File: config.mk
export PLATFORM = sky130hd
export DESIGN_NAME = quad_decoder
export DESIGN_NICKNAME = d
export VERILOG_FILES = /design/src/rtl/quad_pkg.sv /design/src/rtl/quad_sync_filt.sv /design/src/rtl/quad_decoder.sv
export SDC_FILE = /design/constraint.sdc
export NUM_CORES = 1
export LEC_CHECK = 0
export CAP_MARGIN = 20
export CORE_ASPECT_RATIO = 0.9
export CORE_MARGIN = 8
export CORE_UTILIZATION = 45
export CTS_BUF_LIST = sky130_fd_sc_hd__clkbuf_16
export CTS_CLUSTER_DIAMETER = 150
export DETAILED_ROUTE_END_ITERATION = 10
export PLACE_DENSITY = 0.77
export SKIP_CTS_REPAIR_TIMING = 1
export SLEW_MARGIN = 20
export SYNTH_ARGS = -nofsm -noshare
export SYNTH_HDL_FRONTEND = slang
export SYNTH_SLANG_ARGS = --single-unit
File: constraint.sdc
create_clock -name clk -period 2.7 [get_ports clk]
set_input_delay 0.54 -clock clk [delete_from_list [all_inputs] [get_ports clk]]
set_output_delay 0.54 -clock clk [all_outputs]
set_load 0.02 [all_outputs]
File: src/rtl/quad_pkg.sv
// Shared types and decode helper for the quadrature decoder.
// Phase codes are {a,b}. Forward (up) order is 00 -> 10 -> 11 -> 01 -> 00.
package quad_pkg;

   typedef enum logic [1:0] {
      S_FILL = 2'd0,
      S_ARM  = 2'd1,
      S_RUN  = 2'd2
   } state_t;

   localparam logic [1:0] PH_00 = 2'b00;
   localparam logic [1:0] PH_10 = 2'b10;
   localparam logic [1:0] PH_11 = 2'b11;
   localparam logic [1:0] PH_01 = 2'b01;

   typedef struct packed {
      logic valid;
      logic up;
      logic illegal;
   } qstep_t;

   // Classify one transition between consecutive phase codes
   function automatic qstep_t qstep(input logic [1:0] prev, input logic [1:0] cur);
      qstep_t     r;
      logic [1:0] nxt_up;
      r = '0;
      case (prev)
         PH_00:   nxt_up = PH_10;
         PH_10:   nxt_up = PH_11;
         PH_11:   nxt_up = PH_01;
         default: nxt_up = PH_00;
      endcase
      if ((prev ^ cur) == 2'b11) begin
         r.illegal = 1'b1;
      end else if (prev != cur) begin
         r.valid = 1'b1;
         r.up    = (cur == nxt_up);
      end
      return r;
   endfunction

endpackage

File: src/rtl/quad_sync_filt.sv
// Two-flop synchroniser for the A/B phases, plus an optional stability filter
// enabled by defining QDEC_FILTER_EN (a new code is accepted after FILT_CYC stable cycles).
module quad_sync_filt #(
   parameter int FILT_CYC = 3
) (
   input  logic       clk,
   input  logic       rst,
   input  logic       a_in,
   input  logic       b_in,
   output logic [1:0] cur
);

   if (FILT_CYC < 1) begin : g_bad_filt
      $error("FILT_CYC must be at least 1");
   end

   logic [1:0] sync1_q;
   logic [1:0] sync2_q;

   always_ff @(posedge clk) begin
      if (rst) begin
         sync1_q <= 2'b00;
         sync2_q <= 2'b00;
      end else begin
         sync1_q <= {a_in, b_in};
         sync2_q <= sync1_q;
      end
   end

`ifdef QDEC_FILTER_EN
   localparam int CW = $clog2(FILT_CYC + 1);
   localparam logic [CW-1:0] FILT_MAX = CW'(FILT_CYC);

   logic [1:0]    cand_q;
   logic [1:0]    cur_q;
   logic [CW-1:0] cnt_q;
   logic [CW-1:0] cnt_d;

   // Run length of the current differing value, restarting whenever it changes
   always_comb begin
      cnt_d = (sync2_q == cand_q) ? cnt_q + 1'b1 : {{(CW-1){1'b0}}, 1'b1};
   end

   always_ff @(posedge clk) begin
      if (rst) begin
         cand_q <= 2'b00;
         cur_q  <= 2'b00;
         cnt_q  <= '0;
      end else begin
         cand_q <= sync2_q;
         if (sync2_q == cur_q) begin
            cnt_q <= '0;
         end else if (cnt_d >= FILT_MAX) begin
            cur_q <= sync2_q;
            cnt_q <= '0;
         end else begin
            cnt_q <= cnt_d;
         end
      end
   end

   assign cur = cur_q;
`else
   assign cur = sync2_q;
`endif

endmodule

File: src/rtl/quad_decoder.sv
// Quadrature A/B decoder with wrapping position counter, load, and sticky error flag.
// QDEC_FILTER_EN adds an input stability filter in quad_sync_filt.
module quad_decoder
   import quad_pkg::*;
#(
   parameter int WIDTH    = 8,
   parameter int FILT_CYC = 3
) (
   input  logic             clk,
   input  logic             rst,
   input  logic             a_in,
   input  logic             b_in,
   input  logic             load,
   input  logic [WIDTH-1:0] load_val,
   input  logic             clr_err,
   output logic [WIDTH-1:0] pos,
   output logic             dir,
   output logic             step,
   output logic             err
);

   // Arming waits until cur reflects the real inputs, including filter delay
`ifdef QDEC_FILTER_EN
   localparam int FILL_CYC = 2 + FILT_CYC;
`else
   localparam int FILL_CYC = 2;
`endif
   localparam int FW = $clog2(FILL_CYC + 1);
   localparam logic [FW-1:0] FILL_LAST = FW'(FILL_CYC - 1);

   logic [1:0]       cur_w;
   logic [1:0]       prev_q;
   state_t           state_q, state_d;
   logic [FW-1:0]    fill_cnt_q;
   logic             run_en;
   qstep_t           qs;
   logic [WIDTH-1:0] pos_q, pos_d;
   logic             dir_q, dir_d;
   logic             step_q, step_d;
   logic             err_q, err_d;

   quad_sync_filt #(.FILT_CYC(FILT_CYC)) u_sync (
      .clk  (clk),
      .rst  (rst),
      .a_in (a_in),
      .b_in (b_in),
      .cur  (cur_w)
   );

   always_ff @(posedge clk) begin
      if (rst) begin
         state_q    <= S_FILL;
         fill_cnt_q <= '0;
      end else begin
         state_q <= state_d;
         if (state_q == S_FILL) fill_cnt_q <= fill_cnt_q + 1'b1;
      end
   end

   always_comb begin
      state_d = state_q;
      case (state_q)
         S_FILL:  if (fill_cnt_q == FILL_LAST) state_d = S_ARM;
         S_ARM:   state_d = S_RUN;
         S_RUN:   state_d = S_RUN;
         default: state_d = S_FILL;
      endcase
   end

   always_comb begin
      run_en = (state_q == S_RUN);
   end

   assign qs = qstep(prev_q, cur_w);

   always_comb begin
      pos_d  = pos_q;
      dir_d  = dir_q;
      step_d = 1'b0;
      err_d  = clr_err ? 1'b0 : err_q;
      if (run_en) begin
         if (qs.illegal) begin
            err_d = 1'b1;
         end else if (qs.valid && !load) begin
            pos_d  = qs.up ? pos_q + 1'b1 : pos_q - 1'b1;
            dir_d  = qs.up;
            step_d = 1'b1;
         end
      end
      if (load) pos_d = load_val;
   end

   always_ff @(posedge clk) begin
      if (rst) begin
         prev_q <= 2'b00;
         pos_q  <= '0;
         dir_q  <= 1'b0;
         step_q <= 1'b0;
         err_q  <= 1'b0;
      end else begin
         prev_q <= cur_w;
         pos_q  <= pos_d;
         dir_q  <= dir_d;
         step_q <= step_d;
         err_q  <= err_d;
      end
   end

   assign pos  = pos_q;
   assign dir  = dir_q;
   assign step = step_q;
   assign err  = err_q;

endmodule
======== Yosys cells after proc, flatten, opt, wreduce, memory -nomap -nowiden ========
Index checks and enable logic that the tools add are counted.
word-level totals
  register bits after elaboration ......... 21
  input port bits ......................... 14
operators by class
  add/sub/neg operators ................... 3
  eq/ne operators ......................... 10
  mux-type cells .......................... 15
  bitwise logic cells ..................... 3
  reductions and logical operators ........ 10
operators with widths
  cell                                                                      number
  8-bit 2-to-1 mux                                                          5
  8-bit by 1-bit adder with 8-bit output (second input constant)            1
  2-bit == test (second input constant)                                     4
  8-bit by 1-bit subtractor with 8-bit output (second input constant)       1
  2-bit 2-to-1 mux                                                          3
  2-bit one-hot mux with 3 select lines                                     1
  3-bit AND reduction                                                       2
  1-bit 2-to-1 mux                                                          5
  2-bit by 1-bit == test with 1-bit output (second input constant)          2
  2-bit logical NOT                                                         2
  2-bit one-hot mux with 2 select lines                                     1
  2-bit nonzero test                                                        2
  3-bit OR reduction                                                        1
  2-bit by 1-bit adder with 2-bit output (second input constant)            1
  2-bit == test                                                             1
  2-bit by 1-bit inequality test with 1-bit output (second input constant)  1
  2-bit inequality test                                                     1
  2-bit inequality test (second input constant)                             1
  1-bit NOT                                                                 2
  2-bit OR reduction                                                        1
  2-bit XOR                                                                 1
  1-bit logical AND                                                         1
  1-bit logical NOT                                                         1

======== Logic depth before layout (Yosys ltp) ========
  depth in word-level cells ............... 10
  mapped depth ............................ 10
  depth with buffers taken out ............ 10

======== Hierarchy ========
From an unflattened synthesis, not the netlist that was laid out.
second synthesis, totals
  cells, all modules ...................... 132
  area, all modules ....................... 1174.9 um^2
by module, submodules not included
  module          instances  cells each  area each (um^2)  seq. area each (um^2)
  quad_decoder    1          124         1069.8            340.3
  quad_sync_filt  1          8           105.1             80.1

======== Worst setup path before layout ========
No wires, ideal clock.
  kind .................................... register to register
  start ................................... reg u_sync.sync2_q[0], in the netlist u_sync.cur[0]
  end ..................................... reg pos_q[6], in the netlist pos[6]
  arrival time ............................ 2.634 ns
  required time ........................... 2.578 ns
  slack ................................... -0.056 ns
  cell stages (with the launch flop) ...... 11
  path buffers ............................ 0
  period minus slack after synthesis ...... 2.756 ns
  cells stage by stage .................... dfxtp_1 xor2_1 inv_1 ha_1 or4_4 fa_1 a21o_1 a211oi_1 nor2_1 mux2i_1 o311a_1
on the way
  longest elaborated chain between the ends .. 8
  elaborated cells between the ends (all ways) .. 16
  classes of those cells .................. 4 x eq/ne; 8 x mux; 1 x bitwise; 3 x reduce/logical
ends and longest elaborated chain
  element                                                   line                            RTL
  start: declaration                                        quad_sync_filt.sv:18            logic [1:0] sync2_q;
  start signal: assignment                                  quad_sync_filt.sv:26            sync2_q <= sync1_q;
  2-bit == test (tied with other cells)                     quad_pkg.sv:37                  r.up = (cur == nxt_up);
  2-bit 2-to-1 mux / 2-bit == test (equally long branches)  quad_pkg.sv:35, quad_pkg.sv:33
  2-bit 2-to-1 mux                                          quad_pkg.sv:33                  if ((prev ^ cur) == 2'b11) begin
  8-bit 2-to-1 mux                                          quad_decoder.sv:85              pos_d = qs.up ? pos_q + 1'b1 : pos_q - 1'b1;
  8-bit 2-to-1 mux                                          quad_decoder.sv:84              end else if (qs.valid && !load) begin
  8-bit 2-to-1 mux                                          quad_decoder.sv:82              if (qs.illegal) begin
  8-bit 2-to-1 mux                                          quad_decoder.sv:81              if (run_en) begin
  8-bit 2-to-1 mux                                          quad_decoder.sv:90              if (load) pos_d = load_val;
  end signal: assignment                                    quad_decoder.sv:102             pos_q <= pos_d;
  end: declaration                                          quad_decoder.sv:37              logic [WIDTH-1:0] pos_q, pos_d;
Several ways; a longest one is shown, not always the timed one. The select of a mux whose other input is x is not followed.
A chain may end at the register's enable or synchronous reset.

======== Final worst setup path ========
  start ................................... reg prev_q[1]
  end ..................................... reg pos_q[6], in the netlist pos[6]
on the way
  longest elaborated chain between the ends .. 10
  elaborated cells between the ends (all ways) .. 20
  classes of those cells .................. 6 x eq/ne; 9 x mux; 1 x bitwise; 4 x reduce/logical
ends and longest elaborated chain
  element                                                    line                 RTL
  start: declaration                                         quad_decoder.sv:32   logic [1:0] prev_q;
  start signal: assignment                                   quad_decoder.sv:101  prev_q <= cur_w;
  2-bit == test / 2-bit logical NOT (equally long branches)  quad_pkg.sv:27       case (prev)
  2-bit one-hot mux with 3 select lines                      quad_pkg.sv:27
  2-bit == test                                              quad_pkg.sv:37
  2-bit 2-to-1 mux                                           quad_pkg.sv:35       end else if (prev != cur) begin
  2-bit 2-to-1 mux                                           quad_pkg.sv:33
  8-bit 2-to-1 mux                                           quad_decoder.sv:85
  8-bit 2-to-1 mux                                           quad_decoder.sv:84
  8-bit 2-to-1 mux                                           quad_decoder.sv:82
  8-bit 2-to-1 mux                                           quad_decoder.sv:81
  8-bit 2-to-1 mux                                           quad_decoder.sv:90
Several ways; a longest one is shown, not always the timed one. The select of a mux whose other input is x is not followed.

==> qor.txt <==
Largest net degree at the start of global routing: 20
Die area: 0.00450 mm²
Routability cong.: 0.874
Leading area contributor after synthesis: dfxtp_1
Filler cells: 198
Yosys top cell area share: 35.9%
Fmax: 0.359 GHz
Synth Register Bits: 21
Placed cells: 189
Fraction of layout cells with a size suffix above 1: 21.2%
Tmin final: 2.78 ns
Maxcap violations: 0
Setup_tns: -0.223 ns
Net count after synthesis: 158
Clock tree sinks: 21
Grt ovf: 0
Top-count cell post-synth: dfxtp_1
Initial Util: 47.5%
CP Capture Type: flop
Vias in the first global route: 1027
Synth warnings: 0
Main area contributors after synthesis: dfxtp_1 36%, ha_1 14%, xor2_1 5.2%
Final Instance Count excl. Fillers: 198
IO Pins: 25
Min-Delay Path Depth: 1
Detail Placement HPWL: 2010 µm
EDFF count, synth: 0
Core area: 0.00247 mm²
Chip height: 64.4 µm
# port buffers: 24
Kind of critical path: flop to flop
Vias per std cell: 5.25
Required time of the critical path: 2.83 ns
Antenna diodes: 0
Via count: 1040
Number of buffers created by CTS: 3
Critical Path Fanout Max: 7
Slew Viols, Final: 0
H-tree levels: 1
Register area: 425 µm²
Lkg Pwr: 0.722 nW
Initial drt markers: 33
Critical Path Stages: 10
Hold Path Class: flop to flop
Failing checks: setup timing
Synth top cells by count: 21 x dfxtp_1, 13 x ha_1, 12 x a21oi_1
Final ANT Viol Nets: 0
# DRC: 0
Area occupied by multi-input gates: 769 µm²
Slowest stage delay, CP: 0.61 ns
Bufs and invs on worst path: 1
Outcome: finished, violations left
Worst VDD drop: 0.700 mV
First-pass GRT wire length: 4640 µm
Library cells used by synthesis: 29
Worst setup SP type: flop
Post-DR wirelength/cell: 14.9 µm
CTS tree: built
Layout Area Growth over Synthesis: 46.2%
First-pass DRT Iterations: 4
Placed standard-cell area: 0.00152 mm²
Post-Syn Area per Cell: 9.02 µm²
GRT Util Overall: 12.1%
Final hold vios: 0
Top_reg_cell synth: dfxtp_1
Longest Clk Path Bufs: 2
Routed WL: 2940 µm
CP max stage cell: or4_4
Worst skew pair latency: 0.25 ns
Total Nets Final: 199
Root Driver: clkbuf_16
CP arrival: 2.92 ns
Dpl ws: -0.137 ns
Clock Skew: 0.00174 ns
Initial antenna violation count: 0
Ys async rst share: 0%
Post-Syn Instances: 130
Final worst-path cycle share: 103%
Delay-heaviest family, CP: compound AO/OA/AOI/OAI gates
Setup-failing EPs final: 3
Design area: 0.00171 mm²
Pwr dens: 618 mW/mm²
Worst path cell trace: xor2_2, inv_1, ha_2, or4_4, fa_2, a21o_1, a211oi_2, nor2_1, mux2i_1, o311a_1
Unrepaired setup endpoints after global routing: yes
Die width: 69.8 µm
Relative max-transition margin: 85.1%
Sequential element share of the synthesized area: 35.9%
Util after Layout: 69.5%
Synth Cell Area: 0.00117 mm²
Final worst slack: -0.0821 ns
Worst Tran Pin Value: 0.220 ns
Clock transition at the registers of the reported paths: 0.06 ns
FP Rows: 17
Reg2Reg Depth: 10
## metrics by stage
step | power [mW] | hold WS [ns]
floorplan | 0.612 | 0.414
global placement | 0.699 | 0.421
detailed placement | 0.721 | 0.435
CTS | 1.04 | 0.449
global route | 1.13 | 0.460
finish | 1.06 | 0.442
## final cells by class
class / instances / area share (%)
clock buffer: 3 / 4.38
clock inverter: 1 / 0.438
inverter: 7 / 1.53
multi-input combinational: 97 / 44.9
sequential: 21 / 24.8
tap: 28 / 2.04
timing repair buffer: 41 / 21.9
## layer usage
metal	wire length [µm]	vias to the layer above	part of all wire, %	global-route usage, %
met1	1330	491	45	13.1
met3	96	2	3.3	3.50
met2	1520	21	51	22.7
met5	0	-	0	0
met4	6	0	0.20	2.76
li1	-	526	-	-
## state kept, by name, indices dropped and copies added (netlist names)
register	count
pos	8
fill_cnt_q	2
prev_q	2
state_q	2
u_sync.cur	2
u_sync.sync1_q	2
dir	1
err	1
step	1
## kinds of logic (layout without fill, tap and decap cells)
| logic type | after synthesis | after routing | share of synthesized area (%) |
|---|---|---|---|
| buf+inv | 12 | 52 | 3.84 |
| flops | 21 | 21 | 35.9 |
| fa+ha+maj | 14 | 14 | 15.6 |
| simple gates | 41 | 41 | 19.0 |
| compound gates | 26 | 26 | 13.2 |
| xor+xnor | 11 | 11 | 8.22 |
| mux | 5 | 5 | 4.27 |
## worst paths after layout
| kind | from | endpoint | slack, ns |
|---|---|---|---|
| worst min-delay path | u_sync.sync1_q[1] | u_sync.cur[1] | 0.44 |
| worst max register to register | prev_q[1] | pos[6] | -0.08 |
| worst min register to register | u_sync.sync1_q[1] | u_sync.cur[1] | 0.44 |
| worst max-delay path | prev_q[1] | pos[6] | -0.08 |
## layout by cell type, fill, tap and decap left out, types with 4 or more instances in the layout
| cell type | instances |
|---|---|
| clkdlybuf4s50_1 | 24 |
| dfxtp_1 | 17 |
| buf_4 | 15 |
| nor2_1 | 11 |
| a21oi_1 | 10 |
| ha_1 | 10 |
| inv_1 | 7 |
| nor2b_1 | 7 |
| nand2_1 | 6 |
| xor2_1 | 5 |
| o21ai_0 | 5 |
| mux2i_1 | 5 |
| xnor2_1 | 4 |
| or3_1 | 4 |
| dfxtp_2 | 4 |
## where the power goes
group          total, mW  switching [mW]  internal, mW
Clock              0.319           0.119         0.200
Combinational      0.359           0.174         0.185
Sequential         0.381          0.0308         0.350
Total               1.06           0.324         0.735
Note: power is estimated with default switching activity, not from simulation.
